## src/rtl/vehicle_control_gen2_pkg.sv

```systemverilog
// rtl/vehicle_control_gen2_pkg.sv - shared types and width helper for vehicle_control_gen2
package vehicle_ctrl_pkg;

  typedef enum logic [1:0] {
    GEAR_LOCK    = 2'b00,
    GEAR_PARK    = 2'b01,
    GEAR_REVERSE = 2'b10,
    GEAR_DRIVE   = 2'b11
  } gear_state_e;

  typedef enum logic [1:0] {
    TURN_NONE   = 2'b00,
    TURN_LEFT   = 2'b01,
    TURN_HAZARD = 2'b10,
    TURN_RIGHT  = 2'b11
  } turn_state_e;

  // Mode codes line up with the gear state codes, so a request casts straight to a target state.
  typedef enum logic [1:0] {
    MODE_HOLD    = 2'b00,
    MODE_PARK    = 2'b01,
    MODE_REVERSE = 2'b10,
    MODE_DRIVE   = 2'b11
  } mode_cmd_e;

  typedef enum logic [1:0] {
    ACT_NONE    = 2'b00,
    ACT_DOWN    = 2'b01,
    ACT_UP      = 2'b10,
    ACT_IGNORED = 2'b11
  } lever_act_e;

  function automatic int gear_width(input int fwd_gears);
    return $clog2(fwd_gears + 1);
  endfunction

endpackage

```

## src/rtl/vehicle_control_gen2_if.sv

```systemverilog
// rtl/vehicle_control_gen2_if.sv - driver-input and lamp/transmission signal bundle
interface vehicle_control_gen2_if #(
  parameter int FWD_GEARS = 5
);
  import vehicle_ctrl_pkg::*;

  localparam int GW = gear_width(FWD_GEARS);

  logic          _switch;
  logic          brake;
  logic          speed_zero;
  logic [1:0]    _gearMode;
  logic [1:0]    _gearShift;
  logic [1:0]    _turnShift;
  logic          hazard_btn;
  logic [1:0]    _gearState;
  logic [GW-1:0] _gearNum;
  logic [1:0]    _turnState;
  logic          lamp_left;
  logic          lamp_right;
  logic          shift_reject;

  modport master (
    output _switch, brake, speed_zero, _gearMode, _gearShift, _turnShift, hazard_btn,
    input  _gearState, _gearNum, _turnState, lamp_left, lamp_right, shift_reject
  );

  modport slave (
    input  _switch, brake, speed_zero, _gearMode, _gearShift, _turnShift, hazard_btn,
    output _gearState, _gearNum, _turnState, lamp_left, lamp_right, shift_reject
  );

endinterface

```

## src/rtl/vehicle_control_gen2_turn_blinker.sv

```systemverilog
// rtl/vehicle_control_gen2_turn_blinker.sv - blink phase and turn inactivity counters
module turn_blinker #(
  parameter int BLINK_HALF   = 4,
  parameter int TURN_TIMEOUT = 64
) (
  input  logic clock,
  input  logic reset_n,
  input  logic restart,
  input  logic active,
  output logic phase_on,
  output logic expired
);

  localparam int PW = $clog2(2 * BLINK_HALF);
  localparam int TW = $clog2(TURN_TIMEOUT + 1);

  logic [PW-1:0] phase_cnt;
  logic [PW-1:0] phase_next;
  logic [TW-1:0] idle_cnt;
  logic [TW-1:0] idle_next;

  // Next counter values; phase_on looks at the next phase so the lamp register lights on entry.
  always_comb begin
    phase_next = '0;
    idle_next  = '0;
    if (active && !restart) begin
      phase_next = (phase_cnt == PW'(2 * BLINK_HALF - 1)) ? '0 : phase_cnt + PW'(1);
      idle_next  = (idle_cnt == TW'(TURN_TIMEOUT - 1)) ? idle_cnt : idle_cnt + TW'(1);
    end
  end

  // Counter registers
  always_ff @(posedge clock or negedge reset_n) begin
    if (!reset_n) begin
      phase_cnt <= '0;
      idle_cnt  <= '0;
    end else begin
      phase_cnt <= phase_next;
      idle_cnt  <= idle_next;
    end
  end

  assign phase_on = active && (phase_next < PW'(BLINK_HALF));
  // The edge that sees this high is the TURN_TIMEOUT-th edge after the restart edge.
  assign expired  = (idle_cnt == TW'(TURN_TIMEOUT - 1));

endmodule

```

## src/rtl/vehicle_control_gen2.sv

```systemverilog
// rtl/vehicle_control_gen2.sv - gear selector and turn-signal controller top level
module vehicle_control_gen2 #(
  parameter int FWD_GEARS    = 5,
  parameter int BLINK_HALF   = 4,
  parameter int TURN_TIMEOUT = 64
) (
  input logic                   clock,
  input logic                   reset_n,
  vehicle_control_gen2_if.slave bus
);
  import vehicle_ctrl_pkg::*;

  localparam int GW = gear_width(FWD_GEARS);

  if (FWD_GEARS < 1 || FWD_GEARS > 15) begin : g_bad_fwd_gears
    $error("FWD_GEARS must be within 1..15");
  end
  if (BLINK_HALF < 1) begin : g_bad_blink_half
    $error("BLINK_HALF must be at least 1");
  end
  if (TURN_TIMEOUT < 1) begin : g_bad_turn_timeout
    $error("TURN_TIMEOUT must be at least 1");
  end

  logic          armed;
  logic [1:0]    mode_q;
  logic [1:0]    shift_q;
  logic [1:0]    turn_q;
  logic          hazard_q;
  logic          mode_edge;
  logic          shift_edge;
  logic          lever_edge;
  logic          hazard_edge;
  lever_act_e    shift_act;
  lever_act_e    lever_act;
  gear_state_e   mode_target;
  gear_state_e   gear_state;
  gear_state_e   gear_next;
  logic [GW-1:0] gear_num;
  logic [GW-1:0] gear_num_next;
  logic          shift_reject;
  logic          reject_next;
  turn_state_e   turn_state;
  turn_state_e   turn_next;
  logic          lamp_left;
  logic          lamp_right;
  logic          restart;
  logic          active;
  logic          phase_on;
  logic          expired;

  // Edge history; the first cycle after reset only samples, so a level held through reset needs a fresh press.
  always_ff @(posedge clock or negedge reset_n) begin
    if (!reset_n) begin
      armed    <= 1'b0;
      mode_q   <= '0;
      shift_q  <= '0;
      turn_q   <= '0;
      hazard_q <= 1'b0;
    end else begin
      armed    <= 1'b1;
      mode_q   <= bus._gearMode;
      shift_q  <= bus._gearShift;
      turn_q   <= bus._turnShift;
      hazard_q <= bus.hazard_btn;
    end
  end

  assign mode_edge   = armed && (mode_q == MODE_HOLD) && (bus._gearMode != MODE_HOLD);
  assign shift_edge  = armed && (shift_q == ACT_NONE) && (bus._gearShift != ACT_NONE);
  assign lever_edge  = armed && (turn_q == ACT_NONE) && (bus._turnShift != ACT_NONE);
  assign hazard_edge = armed && !hazard_q && bus.hazard_btn;
  assign shift_act   = lever_act_e'(bus._gearShift);
  assign lever_act   = lever_act_e'(bus._turnShift);
  assign mode_target = gear_state_e'(bus._gearMode);

  // Gear next-state: ignition, then mode requests, then up/down shifts inside DRIVE.
  always_comb begin
    gear_next     = gear_state;
    gear_num_next = gear_num;
    reject_next   = 1'b0;
    if (!bus._switch) begin
      gear_next     = GEAR_LOCK;
      gear_num_next = '0;
    end else if (gear_state == GEAR_LOCK) begin
      gear_next = GEAR_PARK;
    end else if (mode_edge) begin
      if (mode_target != gear_state) begin
        if (!bus.speed_zero || (gear_state == GEAR_PARK && !bus.brake)) begin
          reject_next = 1'b1;
        end else begin
          gear_next     = mode_target;
          gear_num_next = (mode_target == GEAR_DRIVE) ? GW'(1) : '0;
        end
      end
    end else if (shift_edge) begin
      if (shift_act == ACT_UP) begin
        if (gear_state != GEAR_DRIVE || gear_num == GW'(FWD_GEARS)) reject_next = 1'b1;
        else gear_num_next = gear_num + GW'(1);
      end else if (shift_act == ACT_DOWN) begin
        if (gear_state != GEAR_DRIVE || gear_num == GW'(1)) reject_next = 1'b1;
        else gear_num_next = gear_num - GW'(1);
      end
    end
  end

  // Turn next-state: hazard edge first, then ignition-off clearing, then lever and timeout handling.
  always_comb begin
    turn_next = turn_state;
    restart   = 1'b0;
    if (hazard_edge) begin
      if (turn_state == TURN_HAZARD) begin
        turn_next = TURN_NONE;
      end else begin
        turn_next = TURN_HAZARD;
        restart   = 1'b1;
      end
    end else if (!bus._switch) begin
      if (turn_state != TURN_HAZARD) turn_next = TURN_NONE;
    end else begin
      case (turn_state)
        TURN_NONE: begin
          if (lever_edge && lever_act == ACT_DOWN) begin
            turn_next = TURN_LEFT;
            restart   = 1'b1;
          end else if (lever_edge && lever_act == ACT_UP) begin
            turn_next = TURN_RIGHT;
            restart   = 1'b1;
          end
        end
        TURN_LEFT: begin
          if (lever_edge && lever_act == ACT_DOWN) restart = 1'b1;
          else if (lever_edge && lever_act == ACT_UP) turn_next = TURN_NONE;
          else if (expired) turn_next = TURN_NONE;
        end
        TURN_RIGHT: begin
          if (lever_edge && lever_act == ACT_UP) restart = 1'b1;
          else if (lever_edge && lever_act == ACT_DOWN) turn_next = TURN_NONE;
          else if (expired) turn_next = TURN_NONE;
        end
        default: ;
      endcase
    end
  end

  assign active = (turn_next != TURN_NONE);

  turn_blinker #(
    .BLINK_HALF  (BLINK_HALF),
    .TURN_TIMEOUT(TURN_TIMEOUT)
  ) u_blinker (
    .clock   (clock),
    .reset_n (reset_n),
    .restart (restart),
    .active  (active),
    .phase_on(phase_on),
    .expired (expired)
  );

  // State and registered outputs
  always_ff @(posedge clock or negedge reset_n) begin
    if (!reset_n) begin
      gear_state   <= GEAR_LOCK;
      gear_num     <= '0;
      shift_reject <= 1'b0;
      turn_state   <= TURN_NONE;
      lamp_left    <= 1'b0;
      lamp_right   <= 1'b0;
    end else begin
      gear_state   <= gear_next;
      gear_num     <= gear_num_next;
      shift_reject <= reject_next;
      turn_state   <= turn_next;
      lamp_left    <= phase_on && (turn_next == TURN_LEFT || turn_next == TURN_HAZARD);
      lamp_right   <= phase_on && (turn_next == TURN_RIGHT || turn_next == TURN_HAZARD);
    end
  end

  assign bus._gearState   = gear_state;
  assign bus._gearNum     = gear_num;
  assign bus.shift_reject = shift_reject;
  assign bus._turnState   = turn_state;
  assign bus.lamp_left    = lamp_left;
  assign bus.lamp_right   = lamp_right;

endmodule
```

## src/flat_wrapper.sv

```systemverilog
// flat-port wrapper written by rule: the top's interface ports become plain ports
module vehicle_control_gen2_flat import vehicle_ctrl_pkg::*;
#(
  parameter int FWD_GEARS    = 5,
  parameter int BLINK_HALF   = 4,
  parameter int TURN_TIMEOUT = 64
)
  (clock, reset_n, bus__switch, bus_brake, bus_speed_zero, bus__gearMode, bus__gearShift, bus__turnShift, bus_hazard_btn, bus__gearState, bus__gearNum, bus__turnState, bus_lamp_left, bus_lamp_right, bus_shift_reject);
  vehicle_control_gen2_if #(.FWD_GEARS(FWD_GEARS)) bus_i ();
  input logic clock;
  input logic reset_n;
  input wire logic [$bits(bus_i._switch)-1:0] bus__switch;
  input wire logic [$bits(bus_i.brake)-1:0] bus_brake;
  input wire logic [$bits(bus_i.speed_zero)-1:0] bus_speed_zero;
  input wire logic [$bits(bus_i._gearMode)-1:0] bus__gearMode;
  input wire logic [$bits(bus_i._gearShift)-1:0] bus__gearShift;
  input wire logic [$bits(bus_i._turnShift)-1:0] bus__turnShift;
  input wire logic [$bits(bus_i.hazard_btn)-1:0] bus_hazard_btn;
  output wire logic [$bits(bus_i._gearState)-1:0] bus__gearState;
  output wire logic [$bits(bus_i._gearNum)-1:0] bus__gearNum;
  output wire logic [$bits(bus_i._turnState)-1:0] bus__turnState;
  output wire logic [$bits(bus_i.lamp_left)-1:0] bus_lamp_left;
  output wire logic [$bits(bus_i.lamp_right)-1:0] bus_lamp_right;
  output wire logic [$bits(bus_i.shift_reject)-1:0] bus_shift_reject;
  assign bus_i._switch = bus__switch;
  assign bus_i.brake = bus_brake;
  assign bus_i.speed_zero = bus_speed_zero;
  assign bus_i._gearMode = bus__gearMode;
  assign bus_i._gearShift = bus__gearShift;
  assign bus_i._turnShift = bus__turnShift;
  assign bus_i.hazard_btn = bus_hazard_btn;
  assign bus__gearState = bus_i._gearState;
  assign bus__gearNum = bus_i._gearNum;
  assign bus__turnState = bus_i._turnState;
  assign bus_lamp_left = bus_i.lamp_left;
  assign bus_lamp_right = bus_i.lamp_right;
  assign bus_shift_reject = bus_i.shift_reject;
  vehicle_control_gen2 #(.FWD_GEARS(FWD_GEARS), .BLINK_HALF(BLINK_HALF), .TURN_TIMEOUT(TURN_TIMEOUT)) u_core (.clock(clock), .reset_n(reset_n), .bus(bus_i));
endmodule
```

## config.mk

```make
export PLATFORM = sky130hd
export DESIGN_NAME = vehicle_control_gen2_flat
export DESIGN_NICKNAME = d
export VERILOG_FILES = /design/src/rtl/vehicle_control_gen2_pkg.sv /design/src/rtl/vehicle_control_gen2_if.sv /design/src/rtl/vehicle_control_gen2_turn_blinker.sv /design/src/rtl/vehicle_control_gen2.sv /design/src/flat_wrapper.sv
export SDC_FILE = /design/constraint.sdc
export NUM_CORES = 1
export LEC_CHECK = 0
export BUFFER_PORTS_ARGS = -buffer_cell sky130_fd_sc_hd__buf_2
export CORE_MARGIN = 2
export CORE_UTILIZATION = 40
export DETAILED_ROUTE_END_ITERATION = 10
export SYNTH_ARGS = -nofsm -noshare
export SYNTH_HDL_FRONTEND = slang
export SYNTH_SLANG_ARGS = --single-unit
```

## constraint.sdc

```tcl
create_clock -name clock -period 3.6 [get_ports clock]
set_clock_uncertainty 0.05 [all_clocks]
set_input_delay 0.72 -clock clock [delete_from_list [all_inputs] [get_ports clock]]
set_output_delay 0.72 -clock clock [all_outputs]
set_load 0.005 [all_outputs]
```

==> run_results.csv <==
group,metric,value,unit
logic_synthesis,syn_inst,158,
clock_tree,root_buffer,"clkbuf_8",
global_routing,grt_max_degree,29,
sta,finalHoldViolations,0,
global_routing,overflow,0,
die,die_area,4260,um2
logic_synthesis,postSynthAreaPerCell,9.49,um2
clock_tree,cts_resized,0,
power,power.total,0.000744,W
detailed_routing,wl_met2,1280,um
global_routing,grt_pass1_vias,1112,
detailed_routing,topRoutingLayerUsed,"met4",
finish,fin_cells,226,
sta,maxSlewHeadroom,59.3,%
die,start_util,41.3,%
setup_path,arrival,3.01,ns
logic_synthesis,yosysMostFrequentCell,"dfrtp_1",
run,maxCapViolCount,0,
sta,setup_viol,0,
global_routing,grt_pass1_wl,4820,um
die,core,3630,um2
sta,period_share,80.0,%
setup_path,cp-start-kind,"register",
placed_design,dp_hpwl,2150,um
logic_synthesis,synth_edf_count,0,
setup_path,r2r-start,"u_core.armed",
sta,rsz0062_at_grt,"false",
detailed_routing,post-route-drc-count,0,
die,io-pin-count,22,
die,dieWidth,65.2,um
detailed_routing,routed-wl-met3,101,um
detailed_routing,wl_met1,1400,um
logic_synthesis,post-synth-top-area-fraction,46.7,%
setup_path,crit_chain,"or3b_4, nor3b_4, o221a_2, o21ai_1, o21a_1, or3_1, ha_1, or2_2, nor3_1",
sta,max_freq,347,MHz
logic_synthesis,ys_types,37,
die,die_y,65.2,um
detailed_routing,dr.pass1.iters,4,
finish,nets,201,
detailed_routing,wirelength,2800,um
detailed_routing,drt_iter0_markers,46,
finish,multi_input_area,749,um2
setup_path,r2r_slack,0.72,ns
finish,regArea,701,um2
logic_synthesis,seq_area_frac_synth,46.7,%
clock_tree,numCtsBuffers,3,
sta,worst_pin_slew,0.611,ns
finish,syn2layout_area_growth,12.7,%
logic_synthesis,synthFlopType,"dfrtp_1",
setup_path,cp_max_fo,10,
clock_tree,ctsHoldBuffers,0,
sta,slew_violations,0,
logic_synthesis,synthTopCellsByArea,"dfrtp_1 47%, ha_1 7.5%, nor2_1 5.0%, nand2_1 3.5%, nor3_1 3.3%",
sta,setup-tns-final,0,ns
global_routing,grt_use_total,14.4,%
clock_tree,clk_path_buf_depth,2,
setup_path,worstSetupEndpointType,"register",
power,peakVddDrop,0.000267,V
logic_synthesis,ys_ff_latch,28,
placed_design,place.gp.congestion,0.831,
setup_path,required,3.73,ns
setup_path,rr_worst_depth,9,
sta,final.min_clock_period,2.88,ns
detailed_routing,wire_per_inst,12.4,um
power,power_density,440,nW/um2
clock_tree,clkTransAtPathRegs,0.09,ns
detailed_routing,ant_nets,0,
finish,fin_area,1690,um2
clock_tree,htreeDepth,1,
placed_design,dp.cells,223,
setup_path,r2r-end,"u_core.u_blinker.phase_cnt[0]",
run_status,run_status,"finished clean",
logic_synthesis,synth_area,1500,um2
detailed_routing,viasPerCell,5.18,
setup_path,critical_path.max_stage_delay,0.44,ns
finish,drive_gt1_share,16.9,%
logic_synthesis,synth_commonest_cells,"28 x dfrtp_1, 20 x nor2_1, 14 x nand2_1",
finish,antenna_cells,0,
sta,whs,0.403,ns
min_path,hold_class,"in2async",
setup_path,critPathKind,"reg2reg",
finish,fillCellCount,370,
placed_design,dpl_cell_area,1650,um2
clock_tree,cts_tree,"done",
clock_tree,postCtsSetupBuffers,0,
logic_synthesis,yosys.area.top_type,"dfrtp_1",
clock_tree,insertion_delay,0.27,ns
clock_tree,cts.sinks,28,
global_routing,antenna_found_initial,0,
die,rows,22,
power,power.leakage,0.778,nW
logic_synthesis,synthesis.nets,179,
detailed_routing,num_vias,1170,
logic_synthesis,async_reset_ff_share,100,%
setup_path,cp_slowest_cell,"dfrtp_1",
logic_synthesis,yosysWarnings,0,
placed_design,port_buffers,21,
routing by layer:
layer / vias to the layer above / track usage [%]
li1: 588 / -
met3: 2 / 1.71
met2: 19 / 24.7
met4: 0 / 4.69
met1: 561 / 18.9
met5: - / 0
state kept, by name, indices dropped and copies added (netlist names):
name	count
u_core.hazard_q	1
u_core.turn_q	2
u_core.bus.lamp_left	1
u_core.bus.lamp_right	1
u_core.bus._gearState	2
u_core.bus._gearNum	3
u_core.bus.shift_reject	1
u_core.u_blinker.idle_cnt	7
u_core.shift_q	2
u_core.u_blinker.phase_cnt	3
u_core.armed	1
u_core.bus._turnState	2
u_core.mode_q	2
power breakdown:
group	internal, W	switching, W
clock	0.0000749	0.0000879
combinational	0.0000793	0.0000958
sequential	0.000371	0.0000357
total	0.000525	0.000219
layout make-up:
type	instances	share of cell area [%]
tap	48	3.55
clock buffer	3	2.44
sequential	28	41.5
inverter	9	2.00
multi-input combinational	117	44.3
timing repair buffer	21	6.22
through the flow:
stage	setup WS, ns	util, %
final	0.719	46.5
after global routing	0.498	46.5
after CTS	0.706	46.5
after detailed placement	0.714	45.4
after global placement	0.826	45.4
after floorplan	0.896	-
critical path, delay by kind of cell, from the launching register on:
family	cells	cell delay, ns
fa+ha+maj	1	0.24
simple gates	5	1.64
flops	1	0.44
compound gates	3	0.43
worst max-delay path by stage:
stage / from / to / slack [ns] / cells after the start
3_3_place_gp: bus__turnShift[0] / u_core.u_blinker.phase_cnt[0] / 0.83 / 9
3_5_place_dp: u_core.armed / u_core.u_blinker.phase_cnt[0] / 0.71 / 9
4_1_cts: u_core.armed / u_core.u_blinker.phase_cnt[0] / 0.71 / 9
5_1_grt: u_core.armed / u_core.u_blinker.phase_cnt[0] / 0.50 / 9
2_1_floorplan: u_core.armed / u_core.u_blinker.phase_cnt[0] / 0.90 / 10
6_report: u_core.armed / u_core.u_blinker.phase_cnt[0] / 0.72 / 9
cell usage in the layout (no fill, tap or decap), types with 2 or more instances in the layout:
master / n
nand2b_1: 3
or3_1: 3
a21oi_1: 8
o221a_2: 2
mux2i_1: 3
nor2b_1: 2
o21ai_0: 7
o31a_1: 2
xnor2_1: 3
inv_1: 9
o211ai_1: 3
dfrtp_1: 28
ha_1: 9
clkbuf_8: 3
or2_2: 2
xor2_1: 3
buf_2: 21
nor2_1: 20
nand2_1: 14
nor3_1: 10
o21a_1: 4
nand3_1: 4
kinds of logic after synthesis:
group | after synthesis | share of synthesized area [%]
xor gates and xnor gates | 6 | 3.50
DFF | 28 | 46.7
muxes | 3 | 2.00
and+or+nand+nor | 65 | 21.8
other | 1 | 0.250
adders and majority gates | 9 | 7.51
AOI/OAI and AO/OA | 33 | 14.9
buffers and inverters | 13 | 3.34
Note: power is estimated with default switching activity, not from simulation.
